File: src/rtl/router_pkt_tx_if.sv
// Bundles the command, payload-source and router-side signals of router_pkt_tx.
// slave is the transmitter's view; master is the view of whatever drives it.
interface router_pkt_tx_if #(
   parameter int unsigned CNT_W = 16
);
   logic             cmd_valid;
   logic             cmd_ready;
   logic [1:0]       cmd_addr;
   logic [5:0]       cmd_len;
   logic             cmd_inj_err;
   logic [7:0]       src_data;
   logic             src_valid;
   logic             src_ready;
   logic             busy;
   logic [7:0]       tx_data;
   logic             pkt_valid;
   logic             tx_done;
   logic             cmd_err;
   logic [CNT_W-1:0] pkt_count;

   modport slave (
      input  cmd_valid, cmd_addr, cmd_len, cmd_inj_err, src_data, src_valid, busy,
      output cmd_ready, src_ready, tx_data, pkt_valid, tx_done, cmd_err, pkt_count
   );

   modport master (
      output cmd_valid, cmd_addr, cmd_len, cmd_inj_err, src_data, src_valid, busy,
      input  cmd_ready, src_ready, tx_data, pkt_valid, tx_done, cmd_err, pkt_count
   );
endinterface

File: src/rtl/router_pkt_tx.sv
// Packet transmitter for the 1x3 router input port: buffers a whole payload,
// then sends header, payload and parity while honouring router busy.
module router_pkt_tx #(
   parameter int unsigned IPG   = 2,
   parameter int unsigned CNT_W = 16
) (
   input  logic           clock,
   input  logic           reset,
   router_pkt_tx_if.slave bus
);
   localparam int unsigned BYTE_W = 8;
   localparam int unsigned LEN_W  = 6;
   localparam int unsigned GAP_W  = 4;
   localparam int unsigned DEPTH  = 64;

   typedef enum logic [2:0] {IDLE, FILL, HEADER, PAYLOAD, PARITY, GAP} state_t;

   state_t              r_state,     w_state_nxt;
   logic [LEN_W-1:0]    r_len,       w_len_nxt;
   logic [BYTE_W-1:0]   r_hdr,       w_hdr_nxt;
   logic                r_inj,       w_inj_nxt;
   logic [LEN_W-1:0]    r_wptr,      w_wptr_nxt;
   logic [LEN_W-1:0]    r_rptr,      w_rptr_nxt;
   logic [BYTE_W-1:0]   r_parity,    w_parity_nxt;
   logic [GAP_W-1:0]    r_gap,       w_gap_nxt;
   logic [BYTE_W-1:0]   r_tx_data,   w_tx_data_nxt;
   logic                r_pkt_valid, w_pkt_valid_nxt;
   logic                r_tx_done,   w_tx_done_nxt;
   logic                r_cmd_err,   w_cmd_err_nxt;
   logic [CNT_W-1:0]    r_pkt_count, w_pkt_count_nxt;
   logic                w_buf_we;
   logic [LEN_W-1:0]    w_last_idx;
   logic [LEN_W-1:0]    w_rptr_inc;
   logic [BYTE_W-1:0]   r_buf [DEPTH];

   assign w_last_idx = r_len - LEN_W'(1);
   assign w_rptr_inc = r_rptr + LEN_W'(1);

   // Payload store; contents are only meaningful up to the latched length.
   always_ff @(posedge clock) begin
      if (w_buf_we) r_buf[r_wptr] <= bus.src_data;
   end

   always_ff @(posedge clock or posedge reset) begin
      if (reset) begin
         r_state     <= IDLE;
         r_len       <= '0;
         r_hdr       <= '0;
         r_inj       <= 1'b0;
         r_wptr      <= '0;
         r_rptr      <= '0;
         r_parity    <= '0;
         r_gap       <= '0;
         r_tx_data   <= '0;
         r_pkt_valid <= 1'b0;
         r_tx_done   <= 1'b0;
         r_cmd_err   <= 1'b0;
         r_pkt_count <= '0;
      end else begin
         r_state     <= w_state_nxt;
         r_len       <= w_len_nxt;
         r_hdr       <= w_hdr_nxt;
         r_inj       <= w_inj_nxt;
         r_wptr      <= w_wptr_nxt;
         r_rptr      <= w_rptr_nxt;
         r_parity    <= w_parity_nxt;
         r_gap       <= w_gap_nxt;
         r_tx_data   <= w_tx_data_nxt;
         r_pkt_valid <= w_pkt_valid_nxt;
         r_tx_done   <= w_tx_done_nxt;
         r_cmd_err   <= w_cmd_err_nxt;
         r_pkt_count <= w_pkt_count_nxt;
      end
   end

   // Next state and next values of every registered output.
   always_comb begin
      w_state_nxt     = r_state;
      w_len_nxt       = r_len;
      w_hdr_nxt       = r_hdr;
      w_inj_nxt       = r_inj;
      w_wptr_nxt      = r_wptr;
      w_rptr_nxt      = r_rptr;
      w_parity_nxt    = r_parity;
      w_gap_nxt       = r_gap;
      w_tx_data_nxt   = r_tx_data;
      w_pkt_valid_nxt = r_pkt_valid;
      w_tx_done_nxt   = 1'b0;
      w_cmd_err_nxt   = 1'b0;
      w_pkt_count_nxt = r_pkt_count;
      w_buf_we        = 1'b0;
      unique case (r_state)
         IDLE: begin
            if (bus.cmd_valid) begin
               if (bus.cmd_len == LEN_W'(0) || bus.cmd_addr == 2'd3) begin
                  w_cmd_err_nxt = 1'b1;
               end else begin
                  w_len_nxt    = bus.cmd_len;
                  w_hdr_nxt    = {bus.cmd_len, bus.cmd_addr};
                  w_inj_nxt    = bus.cmd_inj_err;
                  w_parity_nxt = {bus.cmd_len, bus.cmd_addr};
                  w_wptr_nxt   = '0;
                  w_state_nxt  = FILL;
               end
            end
         end
         FILL: begin
            if (bus.src_valid) begin
               w_buf_we     = 1'b1;
               w_parity_nxt = r_parity ^ bus.src_data;
               w_wptr_nxt   = r_wptr + LEN_W'(1);
               if (r_wptr == w_last_idx) begin
                  w_state_nxt     = HEADER;
                  w_tx_data_nxt   = r_hdr;
                  w_pkt_valid_nxt = 1'b1;
               end
            end
         end
         HEADER: begin
            if (!bus.busy) begin
               w_state_nxt   = PAYLOAD;
               w_rptr_nxt    = '0;
               w_tx_data_nxt = r_buf[0];
            end
         end
         PAYLOAD: begin
            if (!bus.busy) begin
               if (r_rptr == w_last_idx) begin
                  w_state_nxt     = PARITY;
                  w_tx_data_nxt   = r_parity ^ {{(BYTE_W-1){1'b0}}, r_inj};
                  w_pkt_valid_nxt = 1'b0;
               end else begin
                  w_rptr_nxt    = w_rptr_inc;
                  w_tx_data_nxt = r_buf[w_rptr_inc];
               end
            end
         end
         PARITY: begin
            if (!bus.busy) begin
               w_tx_done_nxt   = 1'b1;
               w_pkt_count_nxt = r_pkt_count + CNT_W'(1);
               w_tx_data_nxt   = '0;
               w_gap_nxt       = '0;
               w_state_nxt     = GAP;
            end
         end
         GAP: begin
            if (r_gap == GAP_W'(IPG - 1)) w_state_nxt = IDLE;
            else                          w_gap_nxt   = r_gap + GAP_W'(1);
         end
         default: w_state_nxt = IDLE;
      endcase
   end

   // Ready flags decode state only; cmd_ready is also held low during reset.
   assign bus.cmd_ready = (r_state == IDLE) && !reset;
   assign bus.src_ready = (r_state == FILL);
   assign bus.tx_data   = r_tx_data;
   assign bus.pkt_valid = r_pkt_valid;
   assign bus.tx_done   = r_tx_done;
   assign bus.cmd_err   = r_cmd_err;
   assign bus.pkt_count = r_pkt_count;
endmodule

File: src/flat_wrapper.sv
// flat-port wrapper written by rule: the top's interface ports become plain ports
module router_pkt_tx_flat 
#(
   parameter int unsigned IPG   = 2,
   parameter int unsigned CNT_W = 16
)
  (clock, reset, bus_cmd_valid, bus_cmd_addr, bus_cmd_len, bus_cmd_inj_err, bus_src_data, bus_src_valid, bus_busy, bus_cmd_ready, bus_src_ready, bus_tx_data, bus_pkt_valid, bus_tx_done, bus_cmd_err, bus_pkt_count);
  router_pkt_tx_if #(.CNT_W(CNT_W)) bus_i ();
  input  logic clock;
  input  logic reset;
  input wire logic [$bits(bus_i.cmd_valid)-1:0] bus_cmd_valid;
  input wire logic [$bits(bus_i.cmd_addr)-1:0] bus_cmd_addr;
  input wire logic [$bits(bus_i.cmd_len)-1:0] bus_cmd_len;
  input wire logic [$bits(bus_i.cmd_inj_err)-1:0] bus_cmd_inj_err;
  input wire logic [$bits(bus_i.src_data)-1:0] bus_src_data;
  input wire logic [$bits(bus_i.src_valid)-1:0] bus_src_valid;
  input wire logic [$bits(bus_i.busy)-1:0] bus_busy;
  output wire logic [$bits(bus_i.cmd_ready)-1:0] bus_cmd_ready;
  output wire logic [$bits(bus_i.src_ready)-1:0] bus_src_ready;
  output wire logic [$bits(bus_i.tx_data)-1:0] bus_tx_data;
  output wire logic [$bits(bus_i.pkt_valid)-1:0] bus_pkt_valid;
  output wire logic [$bits(bus_i.tx_done)-1:0] bus_tx_done;
  output wire logic [$bits(bus_i.cmd_err)-1:0] bus_cmd_err;
  output wire logic [$bits(bus_i.pkt_count)-1:0] bus_pkt_count;
  assign bus_i.cmd_valid = bus_cmd_valid;
  assign bus_i.cmd_addr = bus_cmd_addr;
  assign bus_i.cmd_len = bus_cmd_len;
  assign bus_i.cmd_inj_err = bus_cmd_inj_err;
  assign bus_i.src_data = bus_src_data;
  assign bus_i.src_valid = bus_src_valid;
  assign bus_i.busy = bus_busy;
  assign bus_cmd_ready = bus_i.cmd_ready;
  assign bus_src_ready = bus_i.src_ready;
  assign bus_tx_data = bus_i.tx_data;
  assign bus_pkt_valid = bus_i.pkt_valid;
  assign bus_tx_done = bus_i.tx_done;
  assign bus_cmd_err = bus_i.cmd_err;
  assign bus_pkt_count = bus_i.pkt_count;
  router_pkt_tx #(.IPG(IPG), .CNT_W(CNT_W)) u_core (.clock(clock), .reset(reset), .bus(bus_i));
endmodule
File: config.mk
export PLATFORM = sky130hd
export DESIGN_NAME = router_pkt_tx_flat
export DESIGN_NICKNAME = d
export VERILOG_FILES = /design/src/rtl/router_pkt_tx_if.sv /design/src/rtl/router_pkt_tx.sv /design/src/flat_wrapper.sv
export SDC_FILE = /design/constraint.sdc
export NUM_CORES = 1
export LEC_CHECK = 0
export ABC_AREA = 1
export BUFFER_PORTS_ARGS = -buffer_cell sky130_fd_sc_hd__buf_4
export CAP_MARGIN = 20
export CORE_MARGIN = 1
export CORE_UTILIZATION = 35
export CTS_CLUSTER_SIZE = 12
export DETAILED_ROUTE_END_ITERATION = 10
export GPL_TIMING_DRIVEN = 0
export MAX_ROUTING_LAYER = met4
export PLACE_DENSITY_LB_ADDON = 0.15
export SLEW_MARGIN = 20
export SYNTH_ARGS = -nofsm -noshare
export SYNTH_HDL_FRONTEND = slang
export SYNTH_SLANG_ARGS = --single-unit
File: constraint.sdc
create_clock -name clock -period 4.4 [get_ports clock]
set_clock_uncertainty 0.05 [all_clocks]
set_input_delay 0.66 -clock clock [delete_from_list [all_inputs] [get_ports clock]]
set_output_delay 0.66 -clock clock [all_outputs]
set_load 0.01 [all_outputs]
# [Yosys cells after proc, flatten, opt, wreduce, memory -nomap -nowiden]
# Memory sizes are Yosys's and may differ from the RTL's.
# Index checks and enable logic that the tools add are counted.
[totals] ramBits=512 regBits=69 wordCells=107 mem_count=1 out_inout_bits=29 in_bits=22
[memory_table] name="u_core.r_buf" words=64 word_bits=8 rd=2 rd_clocked_by_memory_dff=0 wr=1 line="router_pkt_tx.sv:34" text="logic [BYTE_W-1:0] r_buf [DEPTH];"
[classes] muxes=46 n_bitwise=4 reduce_logical=18 add_sub_neg=5 eq_ne=20
[op_table] cell="8-bit 2-to-1 mux" count=9
[op_table] cell="6-bit 2-to-1 mux" count=6
[op_table] cell="8-bit case mux with 4 select lines" count=1
[op_table] cell="3-bit 2-to-1 mux" count=9
[op_table] cell="6-bit case mux with 2 select lines" count=2
[op_table] cell="3-bit case mux with 6 select lines" count=1
[op_table] cell="16-bit by 1-bit adder with 16-bit output, second input constant" count=1
[op_table] cell="2-bit inequality test, second input constant" count=8
[op_table] cell="8-bit case mux with 2 select lines" count=1
[op_table] cell="1-bit 2-to-1 mux" count=13
[op_table] cell="6-bit by 1-bit adder with 6-bit output, second input constant" count=2
[op_table] cell="6-bit equality test" count=2
[op_table] cell="9-bit AND reduction" count=1
[op_table] cell="4-bit 2-to-1 mux" count=2
[op_table] cell="4-bit case mux with 2 select lines" count=1
[op_table] cell="4-bit AND reduction" count=2
[op_table] cell="2-bit nonzero test" count=4
[op_table] cell="8-bit by 1-bit XOR with 8-bit output" count=1
[op_table] cell="8-bit XOR" count=1
[op_table] cell="3-bit by 2-bit equality test with 1-bit output, second input constant" count=2
[op_table] cell="3-bit equality test, second input constant" count=2
[op_table] cell="6-bit logical NOT" count=1
[op_table] cell="2-bit by 1-bit inequality test with 1-bit output, second input constant" count=3
[op_table] cell="3-bit AND reduction" count=2
[op_table] cell="15 further kinds" count=16

# [Longest topological paths before layout]
[logic_depth] depth_word=5 ltp_mapped=16

# [Worst setup path after synthesis]
# Ideal clock, no wire load.
[synth_timing] kind="reg2reg" start="register u_core.r_state[0]" end="memory u_core.r_buf[46][0] (enable)" synth_period_minus_slack_ps=2178 stages_incl_launch_ff=9 slack_ps=2222 n_path_buf=0 t_required_ps=3980 t_arrival_ps=1758 cell_sequence="dfrtp_1 inv_2 nor3_4 inv_4 nor2_8 inv_4 nor2_8 nand3_4 nor2_1"
[synth_via] elab_chain_len=4
[synth_lines] element="start: declaration" line="router_pkt_tx.sv:18" text="state_t r_state, w_state_nxt;"
[synth_lines] element="start signal: assignment" line="router_pkt_tx.sv:60" text="r_state <= w_state_nxt;"
[synth_lines] element="3-bit by 1-bit equality test with 1-bit output"
[synth_lines] element="via bus_src_ready" line="flat_wrapper.sv:19" text="output wire logic [$bits(bus_i.src_ready)-1:0] bus_src_ready;"
[synth_lines] element="1-bit 2-to-1 mux" line="router_pkt_tx.sv:92" text="unique case (r_state)"
[synth_lines] element="1-bit 2-to-1 mux" line="router_pkt_tx.sv:41" text="if (w_buf_we) r_buf[r_wptr] <= bus.src_data;"
[synth_lines] element="1-bit 2-to-1 mux (not written as such)" line="router_pkt_tx.sv:41"
[synth_lines] element="end: declaration" line="router_pkt_tx.sv:34"
# The timed path passes the listed nets, and every way through them passes these cells.

# [Worst setup path after layout]
[layout_timing] start="register u_core.r_rptr[1]" end="register u_core.r_tx_data[4], in the netlist u_core.bus.tx_data[4]"
[layout_via] elab_chain_len=5 elab_cells_between_ends=6 classes_between="1 x add/sub; 1 x eq/ne; 3 x mux; 1 x memory"
[layout_lines] element="start: declaration" line="router_pkt_tx.sv:23" text="logic [LEN_W-1:0] r_rptr, w_rptr_nxt;"
[layout_lines] element="start signal: assignment" line="router_pkt_tx.sv:65" text="r_rptr <= w_rptr_nxt;"
[layout_lines] element="6-bit by 1-bit adder with 6-bit output" line="router_pkt_tx.sv:37" text="assign w_rptr_inc = r_rptr + LEN_W'(1);"
[layout_lines] element="memory 64 x 8 bit"
[layout_lines] element="8-bit 2-to-1 mux (*)" line="router_pkt_tx.sv:128" text="if (r_rptr == w_last_idx) begin"
[layout_lines] element="8-bit 2-to-1 mux (*)" line="router_pkt_tx.sv:127" text="if (!bus.busy) begin"
[layout_lines] element="8-bit case mux with 4 select lines (*)" line="router_pkt_tx.sv:92"
[layout_lines] element="end signal: assignment" line="router_pkt_tx.sv:68" text="r_tx_data <= w_tx_data_nxt;"
[layout_lines] element="end: declaration" line="router_pkt_tx.sv:26" text="logic [BYTE_W-1:0] r_tx_data, w_tx_data_nxt;"
# Mark *: on every way between the ends. The rest lies on a longest branch, timed or not. The select of a mux whose other input is x is not followed.
# A chain may end at the register's enable or synchronous reset.

==> metrics.txt <==
Post-route DRC 0; CP required 4.88 ns; endpoints failing setup 0; Post-Route Utilization 40.61%; synthesized cell area 24530 um2; Hold Path Class in2reg; Worst-Skew Late Latency 0.65 ns; final std cells w/o fill 3299; Die Area 71160 um2; Cells after Synth 2212; path depth of the worst reg2reg path 13; Critical Path Slowest Stage Cell buf_1; Row Count 96; CTS max path bufs 3; CP top delay family simple AND/OR/NAND/NOR gates; clock power share 25.7%; WP buf/inv 3; vias in the first global route 16394; clock transition at the registers of the reported paths 0.06 ns; fraction of layout instances using a drive strength above 1 11.28%; crit path DAT 3.84 ns; CP dominant cell by count nand3_1; first-pass GRT wire length 109200 um; Final Critical Period 3.364 ns; PD cells 694.6 nW/um2; fin nets 2354; CTS buffer count 60; Psw 8.252 mW; Die Wd 266.8 um; Critical R2R Launch u_core.r_rptr[1]$_DFFE_PP0P_; Seq cells post-synth 575; post-CTS setup buffer count 0; initial DRC count 1570; Via density 5.176; CP peak stage delay 0.66 ns; Worst setup SP type flop; RSZ-0062 raised after global routing false; post-synth cell types 42; gpl congestion 1.010; RR Endpoint u_core.bus.tx_data[4]$_DFFE_PP0P_; vias 17074; Final Power 19.45 mW; area grow syn2layout 14.13%; min-delay src bus_cmd_inj_err; worst-path cell chain ha_1, inv_1, buf_2, buf_1, nand3_1, nand3_1, nand3_1, nand3_1, nand3_1, nand3_1, nand2_1, nand2_1, nand2_1; P_leak 10.31 nW; Fin Setup TNS 0 ns; grt total ovfl 0; hold depth 3; sequential-to-total area share from yosys stat 69.09%; fmax 0.2973 GHz; Max VDD drop 411.7 uV; gr usage total 21.91%; Flop pwr share 32.8%; flop2flop setup slack 1.04 ns; Final Hold Viols 0; worst slew pin tran 1.011 ns; Fill cells 6659; slew margin rel. 32.34%; yosys warns 0; PortBufs 50; WL/cell 22.78 um; hold path endpoint u_core.r_inj$_DFFE_PP0P_; largest net degree at the start of global routing 66; initial antenna violation count 0; max-slew violation count 0; switching share of total power 42.43%; Avg Cell Area, Syn 11.09 um2; Die Y 266.8 um; WS Path Type reg2reg; placed insts 3194; Starting Density 35.59%; antenna-violating nets left 0; hpwl dp 50520 um; CTS tree yes; post-CTS resize count 0; H-tree levels 2; Clock Root Buffer clkbuf_16; Synth Net Count 2240; hold_buf cts 1; Max Cap Viol 0; final wirelength 75160 um; final period utilization 76.45%; Worst setup EP type flop; CP Launch Point u_core.r_rptr[1]$_DFFE_PP0P_; clock sink count 575; share of power burned in combinational logic 41.5%; Crit Path Max Fanout 10; core region area 68950 um2; # IOs 51; Pint 11.20 mW; Initial DRT Pass Iterations 6; status completed
==> power by group through the flow <==
| stage | registers, mW | logic (mW) | clock network, mW |
|---|---|---|---|
| 4_1_cts | 6.38 | 8.01 | 5.08 |
| 6_report | 6.38 | 8.08 | 5.00 |
| 5_1_grt | 6.40 | 8.69 | 5.28 |
| 3_5_place_dp | 6.49 | 7.99 | 0 |
| 3_3_place_gp | 6.48 | 7.94 | 0 |
| 2_1_floorplan | 6.45 | 4.74 | 0 |
==> area by class of cell <==
cell class	count	area (um2)	area share [%]
diodes	1	2.502	0.008937
plain buffers	113	540.5	1.930
clock buffers	76	1583	5.653
clock inverters	27	302.8	1.081
inverters	71	279.0	0.9965
multi-input cells	1453	6771	24.18
flip-flops and latches	575	16950	60.54
well taps	931	1165	4.160
repair buffers	52	405.4	1.448
==> sequential cells by signal (all words and copies together), names as in the netlist, 4 cells and up <==
register	cells
u_core.r_gap	4
u_core.r_buf	512
u_core.r_rptr	6
u_core.r_hdr	8
u_core.bus.tx_data	8
u_core.r_parity	8
u_core.r_wptr	6
u_core.bus.pkt_count	16
==> worst max-delay path by stage <==
stage	end	slack, ns	cells after the start
5_1_grt	u_core.r_buf[19][5]$_DFFE_PP_	0.90	6
4_1_cts	u_core.r_buf[27][3]$_DFFE_PP_	0.85	6
6_report	u_core.bus.tx_data[4]$_DFFE_PP0P_	1.04	13
3_3_place_gp	u_core.r_buf[27][7]$_DFFE_PP_	0.94	6
3_5_place_dp	u_core.r_buf[27][7]$_DFFE_PP_	0.91	6
2_1_floorplan	u_core.bus.cmd_err$_DFF_PP0_	2.12	1
==> Yosys cell counts (all sizes together) <==
cell type	instances	area, um2
a21oi	20	100.1
buf	89	450.4
clkbuf	24	90.09
clkinv	3	11.26
dfrtp	63	1577
edfxtp	512	15370
ha	6	75.07
inv	68	265.3
nand2	671	2575
nand3	537	2743
nand3b	3	22.52
nand4	15	93.84
nor2	124	544.3
nor3	10	87.58
nor3b	2	15.01
nor4	2	18.77
o2111ai	1	8.760
o21ai	30	191.4
o21bai	1	7.510
or2	1	6.260
xnor2	19	166.4
xor2	11	111.4
==> per-stage QoR <==
stage	worst slack, ns	hold slack (ns)	instance area [um2]
6_report	1.036	0.1773	28000
5_1_grt	0.9024	0.1634	28000
4_1_cts	0.8526	0.1456	27990
3_5_place_dp	0.9149	0.4153	26100
3_3_place_gp	0.9418	0.4149	26080
2_1_floorplan	2.120	0.3995	24530
==> worst register-to-register path, stage by stage, from the launching register on <==
cell	delay [ns]
dfrtp_1	0.44
ha_1	0.37
inv_1	0.09
buf_2	0.32
buf_1	0.66
nand3_1	0.24
nand3_1	0.18
nand3_1	0.18
nand3_1	0.18
nand3_1	0.09
nand3_1	0.16
nand2_1	0.14
nand2_1	0.10
nand2_1	0.05
==> layout by cell type, fill, tap and decap left out, types with 4 or more instances in the layout <==
cell type  instances
a21oi_1           20
nand4_1           15
dfrtp_1           63
clkinv_1          15
nor2_1           111
o21ai_0           18
nand2_2            7
o21ai_2            8
edfxtp_1         512
clkbuf_16         61
nand2_1          660
clkbuf_1          39
buf_2             72
nor2_2             8
ha_1               6
xor2_1             9
inv_1             51
xnor2_1           19
nand3_1          532
nand3_4            4
buf_4             53
nor3_1             5
inv_2             12
inv_4              5
buf_1             12
clkinv_2           6
bufinv_16          6
==> layer usage <==
| metal | vias up | share of wire [%] | wire length (um) | global-route usage [%] |
|---|---|---|---|---|
| li1 | 7957 | - | - | - |
| met1 | 8411 | 44 | 32930 | 29.18 |
| met2 | 573 | 46 | 34500 | 33.83 |
| met3 | 133 | 6.9 | 5203 | 3.635 |
| met4 | 0 | 3.4 | 2520 | 7.735 |
| met5 | - | 0 | 0 | - |
==> logic make-up after synthesis <==
kind of cell,Yosys count,share of synthesized area (%)
buffers and inverters,184,3.330
DFF,575,69.09
and+or+nand+nor,1365,24.89
xor gates and xnor gates,30,1.132
adders and majority gates,6,0.3060
AOI/OAI and AO/OA,52,1.255
Power figures use the tool's default switching activity.
